==> config.mk <==
export PLATFORM = sky130hd
export DESIGN_NAME = systolic_conv_engine
export DESIGN_NICKNAME = d
export VERILOG_FILES = /design/src/rtl/systolic_conv_engine.sv
export SDC_FILE = /design/constraint.sdc
export NUM_CORES = 2
export LEC_CHECK = 0
export CAP_MARGIN = 20
export CORE_MARGIN = 2
export CORE_UTILIZATION = 40
export CTS_CLUSTER_SIZE = 28
export DETAILED_ROUTE_END_ITERATION = 10
export GPL_TIMING_DRIVEN = 1
export PLACE_DENSITY = 0.63
export SYNTH_ARGS = -nofsm -noshare
export SYNTH_HDL_FRONTEND = slang
export SYNTH_SLANG_ARGS = --single-unit
==> constraint.sdc <==
create_clock -name clk -period 8.2 [get_ports clk]
set_clock_uncertainty 0.2 [all_clocks]
set_input_delay 1.23 -clock clk [delete_from_list [all_inputs] [get_ports clk]]
set_output_delay 1.23 -clock clk [all_outputs]
set_load 0.03 [all_outputs]
==> src/rtl/systolic_conv_engine.sv <==
// Valid-mode 2-D correlation of an IMG x IMG image with a KER x KER kernel.
// One kernel tap is broadcast per cycle to OUT x OUT accumulators; results then stream out row-major.
module systolic_conv_engine #(
    parameter int DW    = 8,
    parameter int IMG   = 4,
    parameter int KER   = 3,
    parameter int ACC_W = 20,
    localparam int OUT  = IMG - KER + 1,
    localparam int OW   = (OUT > 1) ? $clog2(OUT) : 1
) (
    input  logic                    clk,
    input  logic                    rst,
    input  logic                    start,
    input  logic                    signed_mode,
    input  logic [IMG*IMG*DW-1:0]   img_flat,
    input  logic [KER*KER*DW-1:0]   ker_flat,
    output logic                    busy,
    output logic                    done,
    output logic                    out_valid,
    input  logic                    out_ready,
    output logic [ACC_W-1:0]        out_data,
    output logic [OW-1:0]           out_row,
    output logic [OW-1:0]           out_col,
    output logic                    out_last
);

    localparam int NPE  = OUT * OUT;
    localparam int NTAP = KER * KER;
    localparam int TW   = (NTAP > 1) ? $clog2(NTAP) : 1;
    localparam logic [TW-1:0] LAST_TAP = TW'(NTAP - 1);
    localparam logic [OW-1:0] LAST_IDX = OW'(OUT - 1);

    localparam logic [1:0] S_IDLE    = 2'd0;
    localparam logic [1:0] S_COMPUTE = 2'd1;
    localparam logic [1:0] S_OUTPUT  = 2'd2;
    localparam logic [1:0] S_DONE    = 2'd3;

    logic [1:0]              state;
    logic [IMG*IMG*DW-1:0]   img_r;
    logic [KER*KER*DW-1:0]   ker_r;
    logic                    sgn_r;
    logic [TW-1:0]           tap;
    logic [ACC_W-1:0]        acc      [NPE];
    logic [ACC_W-1:0]        img_ext  [NPE];
    logic [ACC_W-1:0]        tap_prod [NPE];
    logic [ACC_W-1:0]        ker_ext;

    function automatic logic [ACC_W-1:0] ext(input logic [DW-1:0] v, input logic s);
        return {{(ACC_W-DW){s & v[DW-1]}}, v};
    endfunction

    always_comb begin
        ker_ext = '0;
        for (int unsigned t = 0; t < NTAP; t++) begin
            if (tap == TW'(t)) ker_ext = ext(ker_r[t*DW +: DW], sgn_r);
        end
    end

    // Tap selection compares against constant tap numbers so every image slice index is static.
    always_comb begin
        for (int unsigned r = 0; r < OUT; r++) begin
            for (int unsigned c = 0; c < OUT; c++) begin
                img_ext[r*OUT+c] = '0;
                for (int unsigned ki = 0; ki < KER; ki++) begin
                    for (int unsigned kj = 0; kj < KER; kj++) begin
                        if (tap == TW'(ki*KER + kj))
                            img_ext[r*OUT+c] = ext(img_r[((r+ki)*IMG + c + kj)*DW +: DW], sgn_r);
                    end
                end
                tap_prod[r*OUT+c] = img_ext[r*OUT+c] * ker_ext;
            end
        end
    end

    always_ff @(posedge clk) begin
        if (rst) begin
            state   <= S_IDLE;
            tap     <= '0;
            out_row <= '0;
            out_col <= '0;
        end else begin
            case (state)
                S_IDLE: begin
                    if (start) begin
                        img_r   <= img_flat;
                        ker_r   <= ker_flat;
                        sgn_r   <= signed_mode;
                        tap     <= '0;
                        out_row <= '0;
                        out_col <= '0;
                        for (int unsigned p = 0; p < NPE; p++) acc[p] <= '0;
                        state   <= S_COMPUTE;
                    end
                end
                S_COMPUTE: begin
                    for (int unsigned p = 0; p < NPE; p++) acc[p] <= acc[p] + tap_prod[p];
                    if (tap == LAST_TAP) begin
                        tap   <= '0;
                        state <= S_OUTPUT;
                    end else begin
                        tap <= tap + 1'b1;
                    end
                end
                S_OUTPUT: begin
                    if (out_ready) begin
                        if (out_row == LAST_IDX && out_col == LAST_IDX) begin
                            out_row <= '0;
                            out_col <= '0;
                            state   <= S_DONE;
                        end else if (out_col == LAST_IDX) begin
                            out_col <= '0;
                            out_row <= out_row + 1'b1;
                        end else begin
                            out_col <= out_col + 1'b1;
                        end
                    end
                end
                default: state <= S_IDLE;
            endcase
        end
    end

    always_comb begin
        busy      = (state == S_COMPUTE) || (state == S_OUTPUT);
        done      = (state == S_DONE);
        out_valid = (state == S_OUTPUT);
        out_last  = out_valid && (out_row == LAST_IDX) && (out_col == LAST_IDX);
        out_data  = '0;
        if (out_valid) begin
            for (int unsigned r = 0; r < OUT; r++) begin
                for (int unsigned c = 0; c < OUT; c++) begin
                    if (out_row == OW'(r) && out_col == OW'(c)) out_data = acc[r*OUT+c];
                end
            end
        end
    end

endmodule

==> metrics list <==
- Status: finished, final reports clean
* Count of nets after finishing: 4,676
* FF-to-FF End: acc[0][19]$_SDFFCE_PN0P_
- Hold buffers post-CTS: 0
- Slowest-stage cell, CP: fa_1
- Max-slew headroom at the worst pin: 27.9%
- Clock latency of the later-clocked register in the worst-skew pair: 0.58 ns
* Synthesized area per cell: 10.7 sq um
- Clock-pin slew was measured on the worst setup and hold paths at 0.06 ns.
- DRC Markers: 0
- The tool flagged a number of max-cap violations equal to 0.
* Net count after synthesis: 4,165
- No sink is reached through more buffers than the 3 on the longest clock path.
- Shortest clock period the worst path allows after layout: 8.12 ns
- Aggregate global routing overflow: 0
* Number of antenna-violating nets in the routed design: 0
- Worst Path Class, Setup: reg2reg
- Detail Placement HPWL: 82.6 mm
- Number of enable-type register cells in the synthesized netlist: 281
- Input and output buffers added on the ports amount to 230.
- Sequential-to-total area share from yosys stat: 25.4%
- Along the worst hold path, the cell count comes to 2.
- Worst-Margin Slew: 1.08 ns
- Die area: 0.0869 sq mm
- Number of library cell types mapped by synthesis: 87
- After layout, the worst setup slack is 0.0793 ns.
- The total area inside the core boundary comes to 0.0837 sq mm.
- Worst path arrival time: 8.34 ns
* Site row count: 106
- STA classifies the critical path endpoint as a flop.
- TritonCTS built the clock tree.
- After synthesis the cells add up to 0.0338 sq mm.
- Count of final max-slew check failures: 0
- Among all flip-flop cells after synthesis, the most frequent one is edfxtp_1.
- For the worst flop-to-flop path, the logic depth is 32.
* Proportion of synthesized flip-flops having asynchronous set or reset: 0%
- Clock tree sinks: 289
* Top cell by count, worst path: fa_1
* Number of ports placed on the die boundary: 231
- Post-synthesis cell count: 3,148
- Maximum clock frequency: 123 MHz
* Startpoint class of the critical path: flop
* Number of global-route vias before repair: 26,569
- The synthesized design spends more area on one cell type than any other, namely fa_1.
- Startpoint of the most critical hold path: state[1]$_SDFFE_PP0P_
* Hold Fails Final Rpt: 0
- Seq cells post-synth: 289
* Hold Path Sink: state[1]$_SDFFE_PP0P_
- In this design, the stage delay of the slowest critical-path cell is 0.59 ns.
- Data on the critical path is required at its endpoint by 8.42 ns.
- Final critical-path share of the clock period: 99.0%
* Clock buffers created by TritonCTS: 34
* First-pass detailed-route iteration total: 6
- Total track usage: 23.9%
* Largest cells by area after synthesis: fa_1 (31%), edfxtp_1 (25%), ha_1 (11%)
- Final hold analysis gives a worst-case slack of 0.356 ns.
* Drt initial violations: 1,954
- Placement-stage worst setup slack: -0.227 ns
- Number of synthesis warnings: 0
- Largest net degree at the start of global routing: 150
- The number of antenna violations at the first check in global routing was 3.
- Routability-driven placement finished with a final weighted congestion of 0.903.
- Counting both buffers and inverters, the worst setup path holds a total of 9.
- Worst reg2reg startpoint: tap[1]$_SDFFE_PP0P_
* Largest fanout of any net on the critical path: 14
- H-tree levels: 2
* Worst hold-check path type: reg2reg
- Setup violations remaining at the end of the flow were counted as 0.
- CP top delay family: adder cells
* X dimension of the die: 295 microns
* Initial core utilization: 40.4%
- Area share of the leading cell type in the synthesized netlist: 30.8%
- From bottom edge to top edge, the die measures 295 microns.
- The tree is rooted in a clkbuf_16.
- Area growth from synthesis to final layout: 24.3%
- In the final routed layout, each cell accounts on average for 21.0 microns.
- Vias/cell: 5.17
- Worst-case register-to-register setup slack: 0.08 ns
- Setup repair after global routing could not meet its margin everywhere.
- Share of post-route cells with drive strength above 1: 17.7%
* Routed WL: 101 mm
- The final route contains 24,902 vias.
- Global-route wire length before repair: 157 mm
-- per-stage QoR --
step	util [%]	TNS (ns)	cells	cell area, sq um
final	50.2	0	4817	42000
after CTS	49.0	0	4779	41000
after global placement	47.5	-0.710	4718	39800
after global routing	50.2	-0.672	4817	42000
after detailed placement	47.5	-1.42	4718	39800
after floorplan	-	0	3148	33800
-- final cells by class --
type                    count  area (sq um)
diodes                      1          2.50
clock buffers              38           866
clock inverters            21           213
fillers                  7493         41600
inverters                 604          2270
multi-input cells        2132         23200
flip-flops and latches    289          8610
well taps                1134          1420
repair buffers            598          5520
-- synth_stat cells (17+ instances only) --
cell type / number
ha_1: 292
nand3_1: 36
mux4_2: 20
nand2b_1: 36
buf_2: 38
xnor2_1: 89
nor3_1: 34
inv_1: 601
a21o_1: 25
o21ai_0: 44
clkbuf_1: 61
or2_2: 17
a21oi_1: 80
nor2_1: 359
o211ai_1: 30
fa_1: 520
a221o_1: 20
a311oi_1: 18
a221oi_1: 33
and2_1: 45
xor2_1: 33
nand2_1: 118
edfxtp_1: 281
a22oi_1: 28
or2_1: 27
-- metal layers --
layer  global-route usage, %  vias up  routed length (microns)
met3                    3.06      165                     5690
met4                    7.24        0                     3540
met2                    40.2      823                    48600
li1                        -    11350                        -
met1                    32.1    12564                    43200
met5                       0        -                        0
-- worst min-delay path: stages, from the launching register on --
cell and delay, ns:
dfxtp_1 0.34, mux2i_1 0.13, nor2_1 0.05
-- worst max-delay path by stage --
| stage | from | endpoint | depth (start not counted) |
|---|---|---|---|
| after floorplan | tap[0]$_SDFFE_PP0P_ | acc[0][19]$_SDFFCE_PN0P_ | 34 |
| after global placement | tap[0]$_SDFFE_PP0P_ | acc[1][18]$_SDFFCE_PN0P_ | 29 |
| after detailed placement | tap[0]$_SDFFE_PP0P_ | acc[2][16]$_SDFFCE_PN0P_ | 29 |
| after CTS | tap[1]$_SDFFE_PP0P_ | acc[0][19]$_SDFFCE_PN0P_ | 35 |
| after global routing | tap[1]$_SDFFE_PP0P_ | acc[0][19]$_SDFFCE_PN0P_ | 32 |
| final | tap[1]$_SDFFE_PP0P_ | acc[0][19]$_SDFFCE_PN0P_ | 32 |
-- cell usage in the layout, fill, tap and decap left out, drive strengths merged, types with 28 or more instances in the layout --
master         count
a21oi             86
a221oi            50
a22oi             28
and2              46
buf              367
clkbuf            39
clkdlybuf4s50    230
edfxtp           281
fa               520
ha               292
inv              607
nand2            119
nand2b            36
nand3             36
nor2             363
nor3              34
o211ai            30
o21ai             62
or2               44
xnor2             89
xor2              33
-- state kept, by name (all words and copies together) (netlist names) --
name	count
out_row	1
ker_r	72
img_r	128
acc	80
tap	4
sgn_r	1
out_col	1
state	2
-- repair_timing --
item	CTS	global route
setup endpoints to repair	14	26
pin swaps	2	79
buffers inserted	2	36
resized for setup	22	176
-- kinds of logic after synthesis --
kind of cell	share of synthesized area, %
fa+ha+maj	41.6
simple gates	10.5
buf+inv	8.45
compound gates	9.24
flops	25.4
xor+xnor	3.36
mux	1.48
Power is left out: the tool's default activity adds up to more than one toggle a clock period on the data nets, which glitch-free logic cannot reach.
